### src/rtl/fadd_pipe_n.sv
// rtl/fadd_pipe_n.sv - pipelined floating-point add/subtract with valid/ready handshake
module fadd_pipe_n #(
    parameter int FRAC_WIDTH = 36,
    parameter int EXP_WIDTH  = 8,
    parameter int TAG_WIDTH  = 4
) (
    input  logic                  i_clk,
    input  logic                  i_rst_n,
    input  logic                  i_valid,
    output logic                  o_ready,
    input  logic                  i_op,
    input  logic                  i_sign_a,
    input  logic                  i_sign_b,
    input  logic [EXP_WIDTH-1:0]  i_exp_a,
    input  logic [EXP_WIDTH-1:0]  i_exp_b,
    input  logic [FRAC_WIDTH-1:0] i_frac_a,
    input  logic [FRAC_WIDTH-1:0] i_frac_b,
    input  logic [TAG_WIDTH-1:0]  i_tag,
    output logic                  o_valid,
    input  logic                  i_ready,
    output logic                  o_sign_c,
    output logic [EXP_WIDTH-1:0]  o_exp_c,
    output logic [FRAC_WIDTH-1:0] o_frac_c,
    output logic                  o_ovf,
    output logic                  o_unf,
    output logic [TAG_WIDTH-1:0]  o_tag
);
    // aligned fraction carries two guard bits; the sum adds one carry bit
    localparam int AW  = FRAC_WIDTH + 2;
    localparam int SW  = FRAC_WIDTH + 3;
    localparam int DW  = EXP_WIDTH + 1;
    localparam int XW  = EXP_WIDTH + 2;
    localparam int LZW = $clog2(AW);

    localparam logic signed [XW-1:0] EXP_MAX = XW'((2 ** (EXP_WIDTH - 1)) - 1);
    localparam logic signed [XW-1:0] EXP_MIN = XW'(-(2 ** (EXP_WIDTH - 1)));

    // handshake: one global stall freezes every stage
    logic w_stall;
    logic w_adv;

    // stage 1 (align) combinational
    logic                  w_sign_b_eff;
    logic signed [DW-1:0]  w_exp_diff;
    logic                  w_a_large;
    logic [DW-1:0]         w_shift;
    logic                  w_sign_l;
    logic                  w_sign_s;
    logic [EXP_WIDTH-1:0]  w_exp_l;
    logic [FRAC_WIDTH-1:0] w_frac_l;
    logic [FRAC_WIDTH-1:0] w_frac_s;
    logic [AW-1:0]         w_small_al;

    // stage 1 registers
    logic                  r1_valid;
    logic                  r1_sign;
    logic                  r1_sub;
    logic [EXP_WIDTH-1:0]  r1_exp;
    logic [AW-1:0]         r1_frac_l;
    logic [AW-1:0]         r1_frac_s;
    logic [TAG_WIDTH-1:0]  r1_tag;

    // stage 2 (add)
    logic [SW-1:0]         w_sum;
    logic                  r2_valid;
    logic                  r2_sign;
    logic [EXP_WIDTH-1:0]  r2_exp;
    logic [SW-1:0]         r2_sum;
    logic [TAG_WIDTH-1:0]  r2_tag;

    // stage 3 (normalise)
    logic [LZW-1:0]        w_lzc;
    logic [AW-1:0]         w_shl;
    logic signed [XW-1:0]  w_exp_ext;
    logic signed [XW-1:0]  w_norm_exp;
    logic [FRAC_WIDTH-1:0] w_norm_frac;
    logic                  w_norm_zero;
    logic                  w_unused;
    logic                  r3_valid;
    logic                  r3_sign;
    logic                  r3_zero;
    logic signed [XW-1:0]  r3_exp;
    logic [FRAC_WIDTH-1:0] r3_frac;
    logic [TAG_WIDTH-1:0]  r3_tag;

    // output stage (range check)
    logic                  w_out_sign;
    logic [EXP_WIDTH-1:0]  w_out_exp;
    logic [FRAC_WIDTH-1:0] w_out_frac;
    logic                  w_out_ovf;
    logic                  w_out_unf;
    logic                  r_out_valid;
    logic                  r_out_sign;
    logic [EXP_WIDTH-1:0]  r_out_exp;
    logic [FRAC_WIDTH-1:0] r_out_frac;
    logic                  r_out_ovf;
    logic                  r_out_unf;
    logic [TAG_WIDTH-1:0]  r_out_tag;

    assign w_stall = r_out_valid & ~i_ready;
    assign w_adv   = ~w_stall;
    assign o_ready = w_adv;

    assign w_sign_b_eff = i_sign_b ^ i_op;
    assign w_exp_diff   = $signed({i_exp_a[EXP_WIDTH-1], i_exp_a})
                        - $signed({i_exp_b[EXP_WIDTH-1], i_exp_b});

    // pick the large operand (zero never wins) and right-align the small one
    always_comb begin
        w_a_large = (i_frac_b == '0)
                 || ((i_frac_a != '0)
                     && ((!w_exp_diff[DW-1] && (w_exp_diff != '0))
                         || ((w_exp_diff == '0) && (i_frac_a >= i_frac_b))));
        if (w_a_large) begin
            w_sign_l = i_sign_a;
            w_sign_s = w_sign_b_eff;
            w_exp_l  = i_exp_a;
            w_frac_l = i_frac_a;
            w_frac_s = i_frac_b;
            w_shift  = w_exp_diff;
        end else begin
            w_sign_l = w_sign_b_eff;
            w_sign_s = i_sign_a;
            w_exp_l  = i_exp_b;
            w_frac_l = i_frac_b;
            w_frac_s = i_frac_a;
            w_shift  = -w_exp_diff;
        end
        // a zero small operand aligns to zero whatever the shift amount is
        w_small_al = (w_shift >= DW'(AW)) ? '0 : ({w_frac_s, 2'b00} >> w_shift);
    end

    // stage 1 register: aligned operands
    always_ff @(posedge i_clk) begin
        if (!i_rst_n) begin
            r1_valid  <= 1'b0;
            r1_sign   <= 1'b0;
            r1_sub    <= 1'b0;
            r1_exp    <= '0;
            r1_frac_l <= '0;
            r1_frac_s <= '0;
            r1_tag    <= '0;
        end else if (w_adv) begin
            r1_valid  <= i_valid;
            r1_sign   <= w_sign_l;
            r1_sub    <= w_sign_l ^ w_sign_s;
            r1_exp    <= w_exp_l;
            r1_frac_l <= {w_frac_l, 2'b00};
            r1_frac_s <= w_small_al;
            r1_tag    <= i_tag;
        end
    end

    // the swap guarantees large >= small, so the difference never goes negative
    assign w_sum = r1_sub ? ({1'b0, r1_frac_l} - {1'b0, r1_frac_s})
                          : ({1'b0, r1_frac_l} + {1'b0, r1_frac_s});

    // stage 2 register: magnitude sum
    always_ff @(posedge i_clk) begin
        if (!i_rst_n) begin
            r2_valid <= 1'b0;
            r2_sign  <= 1'b0;
            r2_exp   <= '0;
            r2_sum   <= '0;
            r2_tag   <= '0;
        end else if (w_adv) begin
            r2_valid <= r1_valid;
            r2_sign  <= r1_sign;
            r2_exp   <= r1_exp;
            r2_sum   <= w_sum;
            r2_tag   <= r1_tag;
        end
    end

    assign w_exp_ext   = {{2{r2_exp[EXP_WIDTH-1]}}, r2_exp};
    assign w_norm_zero = (r2_sum == '0);

    // leading-zero count below the carry bit, then shift and drop guard bits
    always_comb begin
        w_lzc = '0;
        for (int i = 0; i < AW; i++) begin
            if (r2_sum[i]) begin
                w_lzc = LZW'(AW - 1 - i);
            end
        end
        w_shl = r2_sum[AW-1:0] << w_lzc;
        if (r2_sum[SW-1]) begin
            w_norm_frac = r2_sum[SW-1:3];
            w_norm_exp  = w_exp_ext + XW'(1);
        end else begin
            w_norm_frac = w_shl[AW-1:2];
            w_norm_exp  = w_exp_ext - XW'(w_lzc);
        end
    end

    assign w_unused = ^w_shl[1:0];

    // stage 3 register: normalised fraction with widened exponent
    always_ff @(posedge i_clk) begin
        if (!i_rst_n) begin
            r3_valid <= 1'b0;
            r3_sign  <= 1'b0;
            r3_zero  <= 1'b0;
            r3_exp   <= '0;
            r3_frac  <= '0;
            r3_tag   <= '0;
        end else if (w_adv) begin
            r3_valid <= r2_valid;
            r3_sign  <= r2_sign;
            r3_zero  <= w_norm_zero;
            r3_exp   <= w_norm_exp;
            r3_frac  <= w_norm_frac;
            r3_tag   <= r2_tag;
        end
    end

    // exponent range check: saturate on overflow, flush to +0 on underflow
    always_comb begin
        w_out_sign = r3_sign;
        w_out_exp  = r3_exp[EXP_WIDTH-1:0];
        w_out_frac = r3_frac;
        w_out_ovf  = 1'b0;
        w_out_unf  = 1'b0;
        if (r3_zero) begin
            w_out_sign = 1'b0;
            w_out_exp  = '0;
            w_out_frac = '0;
        end else if (r3_exp > EXP_MAX) begin
            w_out_ovf  = 1'b1;
            w_out_exp  = EXP_MAX[EXP_WIDTH-1:0];
            w_out_frac = '1;
        end else if (r3_exp < EXP_MIN) begin
            w_out_unf  = 1'b1;
            w_out_sign = 1'b0;
            w_out_exp  = '0;
            w_out_frac = '0;
        end
    end

    // output register: holds steady while the consumer stalls
    always_ff @(posedge i_clk) begin
        if (!i_rst_n) begin
            r_out_valid <= 1'b0;
            r_out_sign  <= 1'b0;
            r_out_exp   <= '0;
            r_out_frac  <= '0;
            r_out_ovf   <= 1'b0;
            r_out_unf   <= 1'b0;
            r_out_tag   <= '0;
        end else if (w_adv) begin
            r_out_valid <= r3_valid;
            r_out_sign  <= w_out_sign;
            r_out_exp   <= w_out_exp;
            r_out_frac  <= w_out_frac;
            r_out_ovf   <= w_out_ovf;
            r_out_unf   <= w_out_unf;
            r_out_tag   <= r3_tag;
        end
    end

    assign o_valid  = r_out_valid;
    assign o_sign_c = r_out_sign;
    assign o_exp_c  = r_out_exp;
    assign o_frac_c = r_out_frac;
    assign o_ovf    = r_out_ovf;
    assign o_unf    = r_out_unf;
    assign o_tag    = r_out_tag;

endmodule

### config.mk
export PLATFORM = sky130hd
export DESIGN_NAME = fadd_pipe_n
export DESIGN_NICKNAME = d
export VERILOG_FILES = /design/src/rtl/fadd_pipe_n.sv
export SDC_FILE = /design/constraint.sdc
export NUM_CORES = 1
export LEC_CHECK = 0
export BUFFER_PORTS_ARGS = -buffer_cell sky130_fd_sc_hd__buf_2
export CAP_MARGIN = 5
export CELL_PAD_IN_SITES_DETAIL_PLACEMENT = 1
export CELL_PAD_IN_SITES_GLOBAL_PLACEMENT = 1
export CORE_MARGIN = 2
export CORE_UTILIZATION = 40
export DETAILED_ROUTE_END_ITERATION = 8
export MAX_ROUTING_LAYER = met4
export PLACE_DENSITY_LB_ADDON = 0.2
export SETUP_SLACK_MARGIN = 0.15
export SYNTH_ARGS = -nofsm -noshare
export SYNTH_HDL_FRONTEND = slang
export SYNTH_SLANG_ARGS = --single-unit
### constraint.sdc
create_clock -name i_clk -period 6.55 [get_ports i_clk]
set_input_delay 1.31 -clock i_clk [delete_from_list [all_inputs] [get_ports i_clk]]
set_output_delay 1.31 -clock i_clk [all_outputs]
set_load 0.01 [all_outputs]
-- Word level (Yosys, flattened, before mapping)
Index checks and enable logic that the tools add are counted.
Widths: inputs -> output; s select.
- bits in registers: 247
- input port bits: 99
- output and inout bits: 53
- logic and storage cells: 115
- add/sub/neg operators: 6
- order comparisons: 4
- shift operators: 2
- multiplexer cells: 62
- bitwise operators: 5
- reduce and logical (&&, ||, !) cells: 11
- operator list (cell ; count):
    $mux 6 ; 38
    $mux 36 ; 6
    $add 38x38->39 ; 1
    $logic_not 39->1 ; 1
    $mux 39 ; 1
    $sub 38x38->39 ; 1
    $mux 38 ; 1
    $shl 38x6->38 ; 1
    $shr 38x9->38 ; 1
    $ge 36x36->1 ; 1
    $logic_not 36->1 ; 1
    $reduce_bool 36->1 ; 1
    $mux 8 ; 4
    $gt 10x8->1 const B ; 1
    $lt 10x8->1 const B ; 1
    $mux 1 ; 10
    $mux 10 ; 1
    $add 8x2->9 const B ; 1
    $ge 9x6->1 const B ; 1
    $logic_not 9->1 ; 1
    $mux 9 ; 1
    $neg 9->9 ; 1
    $reduce_bool 9->1 ; 1
    $sub 8x7->9 ; 1
    7 further kinds ; 12

-- Depth between registers and ports, before layout
Gate-level depths: netlist of the first run.
- word-level depth: 40
- depth in mapped cells: 25

-- Worst setup path after synthesis of the first run
OpenSTA, ideal clock, no wires.
- path kind: in2reg
- start point: in i_exp_a[0]
- end point: reg r1_frac_s[8]
- setup time: 0.120 ns
- data arrival time: 5.908 ns
- data required time: 6.430 ns
- setup slack: 0.522 ns
- cell stages on the path: 22
- path buffers: 1
- cell sequence: inv_1 > ha_1 > inv_1 > fa_1 > a21o_1 > a21o_1 > xnor2_1 > or3_1 > nor3_1 > ha_1 > nand2b_1 > or3_1 > a221oi_2 > nand4_1 > o211a_2 > or3_4 > xor2_1 > buf_2 > nor2_1 > nor2_1 > mux2i_1 > a211o_1
- cells in the longest elaborated chain, start to end: 9
- elaborated cells between the ends (all ways): 15
- RTL lines (element ; line ; text):
    from (decl) ; 14 ; input logic [EXP_WIDTH-1:0] i_exp_a,
    $sub 8x8->9 * ; 106 ; - $signed({i_exp_b[EXP_WIDTH-1], i_exp_b});
    branches (longest 7 deep; another with $neg 9->9) ; - ;
    $mux 38 * ; 130 ; w_small_al = (w_shift >= DW'(AW)) ? '0 : ({w_frac_s, 2'b00} >> w_shift);
    to (signal assigned) ; 149 ; r1_frac_s <= w_small_al;
    to (decl) ; 60 ; logic [AW-1:0] r1_frac_s;
Mark *: on every way between the ends.
A chain may end at the register's enable or synchronous reset.

-- Worst setup path after layout of the first run
- start point: in i_exp_a[0]
- end point: reg r1_frac_s[6]
Same word-level chain as after synthesis.

==> results by group, run 1 <==
Run status
  – Outcome: completed

Timing
  – Worst-margin pin slew: 1.055 ns
  – Final critical-path share of the clock period: between 90% and 100%
  – Minimum clock period: ~6.1 ns
  – RSZ-0062 raised after global routing: no
  – Final Hold Viols: 0
  – Final setup viols: 0
  – Setup_tns: 0 ns
  – Worst rel slew slack: 29.03%
  – Max Slew Vio Count: 0
  – F_max: 0.1649 GHz
  – Final WS setup: just under 0.5 ns
  – Worst clock skew: between 0.008 and 0.009 ns

Global route
  – First-pass GRT wire length: 133400 µm
  – Initial antenna violation count: 2
  – Largest net degree at the start of global routing: 90
  – GR Overflow Total: 0
  – GR Util All Layers: 33.19%
  – Vias in the first global route: 21630

Worst setup path
  – Reg-to-reg endpoint: r3_exp[8]
  – Arr. time, crit path: roughly 6.6 ns
  – Worst path depth: 23
  – R2r setup slk: 1.72 ns
  – WS Path Type: input port to flip-flop
  – Worst r2r src: r2_sum[22]
  – Crit path max fanout: 4
  – Critical Path End: r1_frac_s[6]
  – Worst Setup SP: i_exp_a[0]
  – Crit. End Element: flip-flop
  – Max incr delay on CP: between 0.4 and 0.5 ns
  – Critical Path Source Type: input port
  – WP buf/inv: 3
  – Slowest library cell on the worst path: or3_1
  – Reg2Reg Depth: 19
  – CP delay by family, top: compound AO/OA/AOI/OAI gates
  – Worst EP required: 7.06 ns
  – CP most frequent cell: or3_1
  – CP cell instances: buf_2 > inv_1 > ha_2 > inv_1 > fa_2 > a21o_1 > a21o_1 > xnor2_1 > or3_1 > nor3_1 > ha_1 > nand2b_1 > or3_1 > a221oi_2 > nand4_1 > o21ai_1 > o221ai_1 > or3_1 > a21oi_1 > nor2_1 > o31ai_1 > mux2i_1 > o21ai_1

Drt
  – First-pass DRT Iterations: 5
  – DRT iter0 DRCs: roughly 1600
  – Antenna violation net count after detailed routing: 0
  – Routed via count: 21810
  – Via-per-instance ratio: 6.136
  – Final wirelength: just under 90000 µm
  – # DRC: 0
  – Drt wl/cell: 24.55 µm

Power
  – PwrDens: 343.1 nW/µm²
  – Power share of the combinational group: 52.7%
  – Psw: between 3000 and 4000 µW
  – Sequential power share: 26.6%
  – Clock network power share: 20.8%
  – Internal power: 4318 µW
  – Net Sw Frac: 45.34%
  – Worst IR Drop VDD: around 0.20 mV
  – Leakage power: 0.009762 µW

Clock tree
  – Setup repair bufs after CTS: 0
  – Hold Buf Count CTS: 0
  – CTS tree: done
  – Clock Latency Late Sink: 0.58 ns
  – H-tree lvl count: 1
  – CTS root buf: clkbuf_16
  – Clk slew on worst S/H paths: ~0.060 ns
  – # clock sinks: ~250
  – Num CTS Buffers: 29
  – Bufs on Longest Clock Path: 3

Layout
  – Commonest non-fill, non-tap cell in the layout: nand2_1
  – Nets: 3088
  – Area grow syn2layout: 13.64%
  – Share of layout cells above drive strength 1: between 10 and 15%
  – Filler cell count: 6360
  – Commonest non-fill, non-tap cells in the layout: nand2_1 (355), a21oi_1 (268), dfxtp_1 (245)
  – Final core utilization: 46.00%

Placement
  – Input/output buffers: 151
  – Setup WS pre-CTS: -0.1355 ns
  – Detailed Place HPWL: slightly below 70000 µm
  – GPL Wtd Cong: around 1.0

Synthesis
  – Syn nets: 2987
  – Cell Area, Synth: a little over 20000 µm²
  – Post-synth EDFFs: 0
  – YS warnings: 0
  – Main synth FF type: dfxtp_1
  – Seq/Total Area, Yosys: 24.30%
  – Netlist cell types: 100
  – Mapped Cells: 2756
  – Flops & latches, synth: 246
  – Mapped Avg Cell Area: ~7.4 µm²
  – Post-synth ARST share: 0%

Flow run
  – Max cap viols: 0

Floorplan
  – Die ar.: between 50000 and 60000 µm²
  – Die H: between 200 and 250 µm
  – I/O pin count: 152
  – Core ar.: 50070 µm²
  – Floorplan row count: 82
  – Die X: 229.1 µm
  – Initial core utilization: 40.48%

Min path
  – Hold path start: o_frac_c[4]
  – Hold Path Class: flip-flop to flip-flop
==> power groups by stage <==
stage / Sequential (µW) / Combinational (µW) / Clock, µW
5_1_grt: 2130 / 4500 / 1730
4_1_cts: 2100 / 4100 / 1670
3_3_place_gp: 2120 / 4010 / 0
6_report: 2100 / 4160 / 1640
2_1_floorplan: 2030 / 2670 / 0
3_5_place_dp: 2120 / 4070 / 0
==> kinds of logic after synthesis <==
| group | Yosys count | synth area share (%) |
|---|---|---|
| compound gates | 910 | 28.37 |
| simple gates | 876 | 19.39 |
| fa+ha+maj | 132 | 8.261 |
| xor+xnor | 57 | 2.593 |
| flops | 246 | 24.30 |
| mux | 196 | 10.51 |
| buf+inv | 339 | 6.575 |
==> per-layer routing <==
metal	track usage [%]	up-vias	share of wire, %
met1	45.64	10810	47
met2	51.43	676	44
li1	-	10190	-
met5	-	-	0
met3	4.246	131	6.0
met4	8.421	0	2.6
==> how the worst min path moves through the flow <==
| stage | depth (start not counted) | slack [ns] | to |
|---|---|---|---|
| after detailed placement | 2 | 0.44 | o_frac_c[12] |
| after CTS | 2 | 0.45 | r3_exp[6] |
| after global placement | 2 | 0.44 | o_frac_c[10] |
| after global routing | 2 | 0.47 | r2_tag[3] |
| after floorplan | 2 | 0.43 | r3_exp[0] |
| final | 2 | 0.45 | o_frac_c[4] |
==> sequential cells by signal (all words and copies together), names as in the netlist, 4 cells and up <==
signal and count:
r2_sum 39, r1_frac_s 38, o_frac_c 36, r1_frac_l 36, r3_frac 36, r3_exp 9, o_exp_c 8, r1_exp 8
r2_exp 8, o_tag 4, r1_tag 4, r2_tag 4, r3_tag 4
==> stage by stage <==
step           instance area, µm²  hold slack [ns]  power (µW)  instances
2_1_floorplan               20270           0.4287        4697       2756
3_3_place_gp                22050           0.4377        6128       3498
3_5_place_dp                22050           0.4434        6197       3498
4_1_cts                     23020           0.4520        7858       3552
5_1_grt                     23030           0.4655        8365       3554
6_report                    23030           0.4502        7901       3555
==> tightest hold or removal path, delay by kind of cell (launching register included) <==
kind / cells / cell delay, ns
AOI/OAI and AO/OA: 1 / 0.05
DFF: 1 / 0.31
and+or+nand+nor: 1 / 0.05
==> repair_timing <==
item | CTS | global route
hold endpoints to repair | 0 | 0
endpoints found under the setup margin | 0 | 1
gates resized for setup | 0 | 1
==> area by class of cell <==
| type | instances | area (µm²) | share of cell area (%) |
|---|---|---|---|
| Antenna cell | 3 | 7.507 | 0.03260 |
| Inverter | 143 | 546.8 | 2.374 |
| Tap cell | 672 | 840.8 | 3.651 |
| Clock inverter | 19 | 176.4 | 0.7661 |
| Clock buffer | 35 | 788.3 | 3.423 |
| Multi-Input combinational cell | 2171 | 14070 | 61.12 |
| Sequential cell | 246 | 4926 | 21.39 |
| Timing Repair Buffer | 266 | 1669 | 7.248 |
==> cell usage after synthesis (11+ instances only) <==
cell | instances | area share, %
nand2_1 | 356 | 6.6
a21oi_1 | 268 | 6.6
dfxtp_1 | 246 | 24
o21ai_0 | 244 | 6.0
nor2_1 | 239 | 4.4
clkbuf_1 | 151 | 2.8
mux2i_1 | 143 | 7.1
inv_1 | 139 | 2.6
ha_1 | 129 | 8.0
o211ai_1 | 72 | 2.7
nor3_1 | 50 | 1.2
nand3_1 | 49 | 1.2
xnor2_1 | 45 | 1.9
mux2_2 | 44 | 2.4
a211oi_1 | 37 | 1.4
a31oi_1 | 35 | 1.1
nor4_1 | 35 | 1.1
nand4_1 | 28 | 0.86
a21o_1 | 27 | 1.0
buf_2 | 24 | 0.59
o31ai_1 | 22 | 0.81
nand2b_1 | 20 | 0.62
a221oi_1 | 18 | 0.78
nor2b_1 | 18 | 0.56
a22oi_1 | 17 | 0.63
or3_1 | 17 | 0.52
and3_1 | 15 | 0.46
buf_1 | 15 | 0.28
o21a_1 | 15 | 0.56
o21bai_1 | 14 | 0.52
and2_1 | 11 | 0.34
o211a_1 | 11 | 0.54
No activity file was read; power rests on OpenSTA's default activity.
==> run 2, diff against run 1 <==
--- a/config.mk
+++ b/config.mk
@@ -11,9 +11,10 @@
 export CELL_PAD_IN_SITES_GLOBAL_PLACEMENT = 1
 export CORE_MARGIN = 2
 export CORE_UTILIZATION = 40
+export CTS_CLUSTER_SIZE = 28
 export DETAILED_ROUTE_END_ITERATION = 8
 export MAX_ROUTING_LAYER = met4
-export PLACE_DENSITY_LB_ADDON = 0.2
+export PLACE_DENSITY_LB_ADDON = 0.1
 export SETUP_SLACK_MARGIN = 0.15
 export SYNTH_ARGS = -nofsm -noshare
 export SYNTH_HDL_FRONTEND = slang
==> constraint.sdc (replaced) <==
create_clock -name i_clk -period 6.55 [get_ports i_clk]
set_input_delay 1.965 -clock i_clk [delete_from_list [all_inputs] [get_ports i_clk]]
set_output_delay 1.965 -clock i_clk [all_outputs]
set_load 0.01 [all_outputs]
==> run 2 against run 1 <==
Sequential power hardly changed. Largest power group unchanged. Clock power is 9% higher. Die area stayed put. Critical path depth is 2 higher. Largest cell class unchanged.
==> results by group, run 2 (same netlist as run 1, synthesis figures left out) <==
Floorplan
  – Die X: 229.1 µm
  – Core ar.: approximately 50000 µm²
  – Initial core utilization: 40.48%
  – Die H: approximately 230 µm
  – Floorplan row count: between 80 and 90
  – I/O pin count: approximately 150
  – Die ar.: 52480 µm²

Worst setup path
  – R2r setup slk: 1.72 ns
  – Reg2Reg Depth: 20
  – Crit. End Element: flip-flop
  – Slowest library cell on the worst path: or3_4
  – Critical Path Source Type: input port
  – Max incr delay on CP: 0.43 ns
  – Reg-to-reg endpoint: r3_exp[8]
  – CP delay by family, top: simple AND/OR/NAND/NOR gates
  – WS Path Type: input port to flip-flop
  – Critical Path End: r1_frac_s[5]
  – Arr. time, crit path: between 6 and 7 ns
  – Worst path depth: 25
  – CP most frequent cell: or3_4
  – Worst r2r src: r2_sum[6]
  – WP buf/inv: 6
  – Worst EP required: about 7.0 ns
  – Crit path max fanout: 7
  – Worst Setup SP: i_exp_a[0]

Drt
  – Drt wl/cell: 24.51 µm
  – Antenna violation net count after detailed routing: 0
  – Via-per-instance ratio: between 6 and 7
  – First-pass DRT Iterations: 5
  – Final wirelength: 89700 µm
  – # DRC: 0
  – Routed via count: between 20000 and 25000
  – DRT iter0 DRCs: 1688

Clock tree
  – Clock Latency Late Sink: a little under 0.6 ns
  – Clk slew on worst S/H paths: 0.06 ns
  – CTS root buf: clkbuf_16
  – Num CTS Buffers: 29
  – Bufs on Longest Clock Path: 3
  – # clock sinks: 246
  – CTS tree: done
  – H-tree lvl count: 1

Timing
  – F_max: 0.1545 GHz
  – Final setup viols: 0
  – Worst-margin pin slew: about 1.2 ns
  – Minimum clock period: between 6 and 7 ns
  – Worst clock skew: 0.01869 ns
  – Final WS setup: 0.07940 ns
  – RSZ-0062 raised after global routing: yes
  – Worst rel slew slack: 17.15%
  – Final Hold Viols: 0
  – Max Slew Vio Count: 0
  – Final critical-path share of the clock period: 98.79%

Layout
  – Sequential cell area: 4926 µm²
  – Area grow syn2layout: 20.85%
  – Max reg flops: 39
  – Filler cell count: roughly 6300
  – Post-route insts no fill: 3660
  – Area of the multi-input gates: 14520 µm²
  – Commonest non-fill, non-tap cells in the layout: nand2_1 (349), a21oi_1 (265), dfxtp_1 (245)
  – Share of layout cells above drive strength 1: between 10% and 20%
  – Reg with most FFs: r2_sum
  – Top flop regs: r2_sum x39, r1_frac_s x38
  – Nets: 3198
  – Commonest non-fill, non-tap cell in the layout: nand2_1

Power
  – Worst IR Drop VDD: 0.2101 mV
  – Leakage power: 0.01043 µW
  – Internal power: approximately 4700 µW
  – Net Sw Frac: 44.42%
  – Clock network power share: 21.0%
  – Power share of the combinational group: approximately 54%
  – Sequential power share: 24.8%
  – Psw: 3754 µW
  – PwrDens: 345.0 nW/µm²

Global route
  – Initial antenna violation count: 5
  – GR Overflow Total: 0
  – Vias in the first global route: 22460
  – GR Util All Layers: 33.95%
  – First-pass GRT wire length: approximately 140000 µm
  – Largest net degree at the start of global routing: 101

Placement
  – Setup WS pre-CTS: -0.7538 ns
  – Detailed Place HPWL: 68660 µm
  – GPL Wtd Cong: 0.9891
  – Input/output buffers: 151
  – Placed Cells: approximately 3600

Run status
  – Outcome: completed

Min path
  – Hold Path Class: flip-flop to flip-flop
  – Hold path depth: 2

Flow run
  – Max cap viols: 0
==> run 2: cell count changes in the layout (fill, tap and decap cells not counted), sizes merged <==
| cell | delta |
|---|---|
| inv | -1 |
| bufinv | +3 |
| clkinvlp | -1 |
| clkbuf | +4 |
| buf | +109 |
| clkinv | -9 |
==> run 2: metal layers <==
| metal | wire, µm | GRT usage, % | up-vias |
|---|---|---|---|
| met5 | 0 | - | - |
| met3 | 4571 | 3.648 | 163 |
| met2 | 40410 | 52.95 | 713 |
| met4 | 2858 | 9.679 | 0 |
| li1 | - | - | 10420 |
| met1 | 41860 | 46.42 | 10930 |
==> run 2: worst min path at each step <==
stage	to	start
after floorplan	r3_exp[0]	r3_exp[0]
after global placement	o_frac_c[17]	o_frac_c[17]
after detailed placement	o_frac_c[16]	o_frac_c[16]
after CTS	o_frac_c[16]	o_frac_c[16]
after global routing	r3_tag[2]	r2_tag[2]
final	o_frac_c[9]	o_frac_c[9]
==> run 2: power groups by stage <==
stage	sequential, µW	combinational (µW)	clock (µW)
2_1_floorplan	2030	2690	0
3_3_place_gp	2110	4160	0
3_5_place_dp	2120	4250	0
4_1_cts	2090	4290	1800
5_1_grt	2130	4920	1870
6_report	2100	4580	1780
==> run 2: area by class of cell <==
type	instances	share of cell area, %
Sequential cell	246	20.11
Antenna cell	3	0.03065
Clock inverter	11	0.8225
Timing Repair Buffer	376	10.67
Inverter	143	2.284
Tap cell	672	3.433
Multi-Input combinational cell	2171	59.30
Clock buffer	38	3.346
==> run 2: timing repair <==
| item | in CTS | in global routing |
|---|---|---|
| setup endpoints to repair | 36 | 39 |
| gates resized for setup | 11 | 102 |
| gates cloned | 0 | 1 |
| setup buffers | 2 | 15 |
| hold buffers | 0 | 0 |
| pin swaps | 1 | 32 |
==> run 2: worst min-delay path, delay by kind of cell, from the launching register on <==
kind	cells	cell delay, ns
flip-flops	1	0.31
AND/OR/NAND/NOR	1	0.05
AO/OA/AOI/OAI	1	0.05
==> run 2: through the flow <==
step | hold slack, ns | cell area, µm² | total power [µW] | setup TNS [ns] | utilization, %
3_3_place_gp | 0.4365 | 22830 | 6266 | -12.71 | 45.60
5_1_grt | 0.4733 | 24490 | 8923 | -0.4481 | 48.91
6_report | 0.4478 | 24490 | 8451 | 0 | 48.92
3_5_place_dp | 0.4430 | 22830 | 6365 | -23.10 | 45.60
4_1_cts | 0.4515 | 23910 | 8188 | 0 | 47.76
2_1_floorplan | 0.4287 | 20370 | 4721 | 0 | -
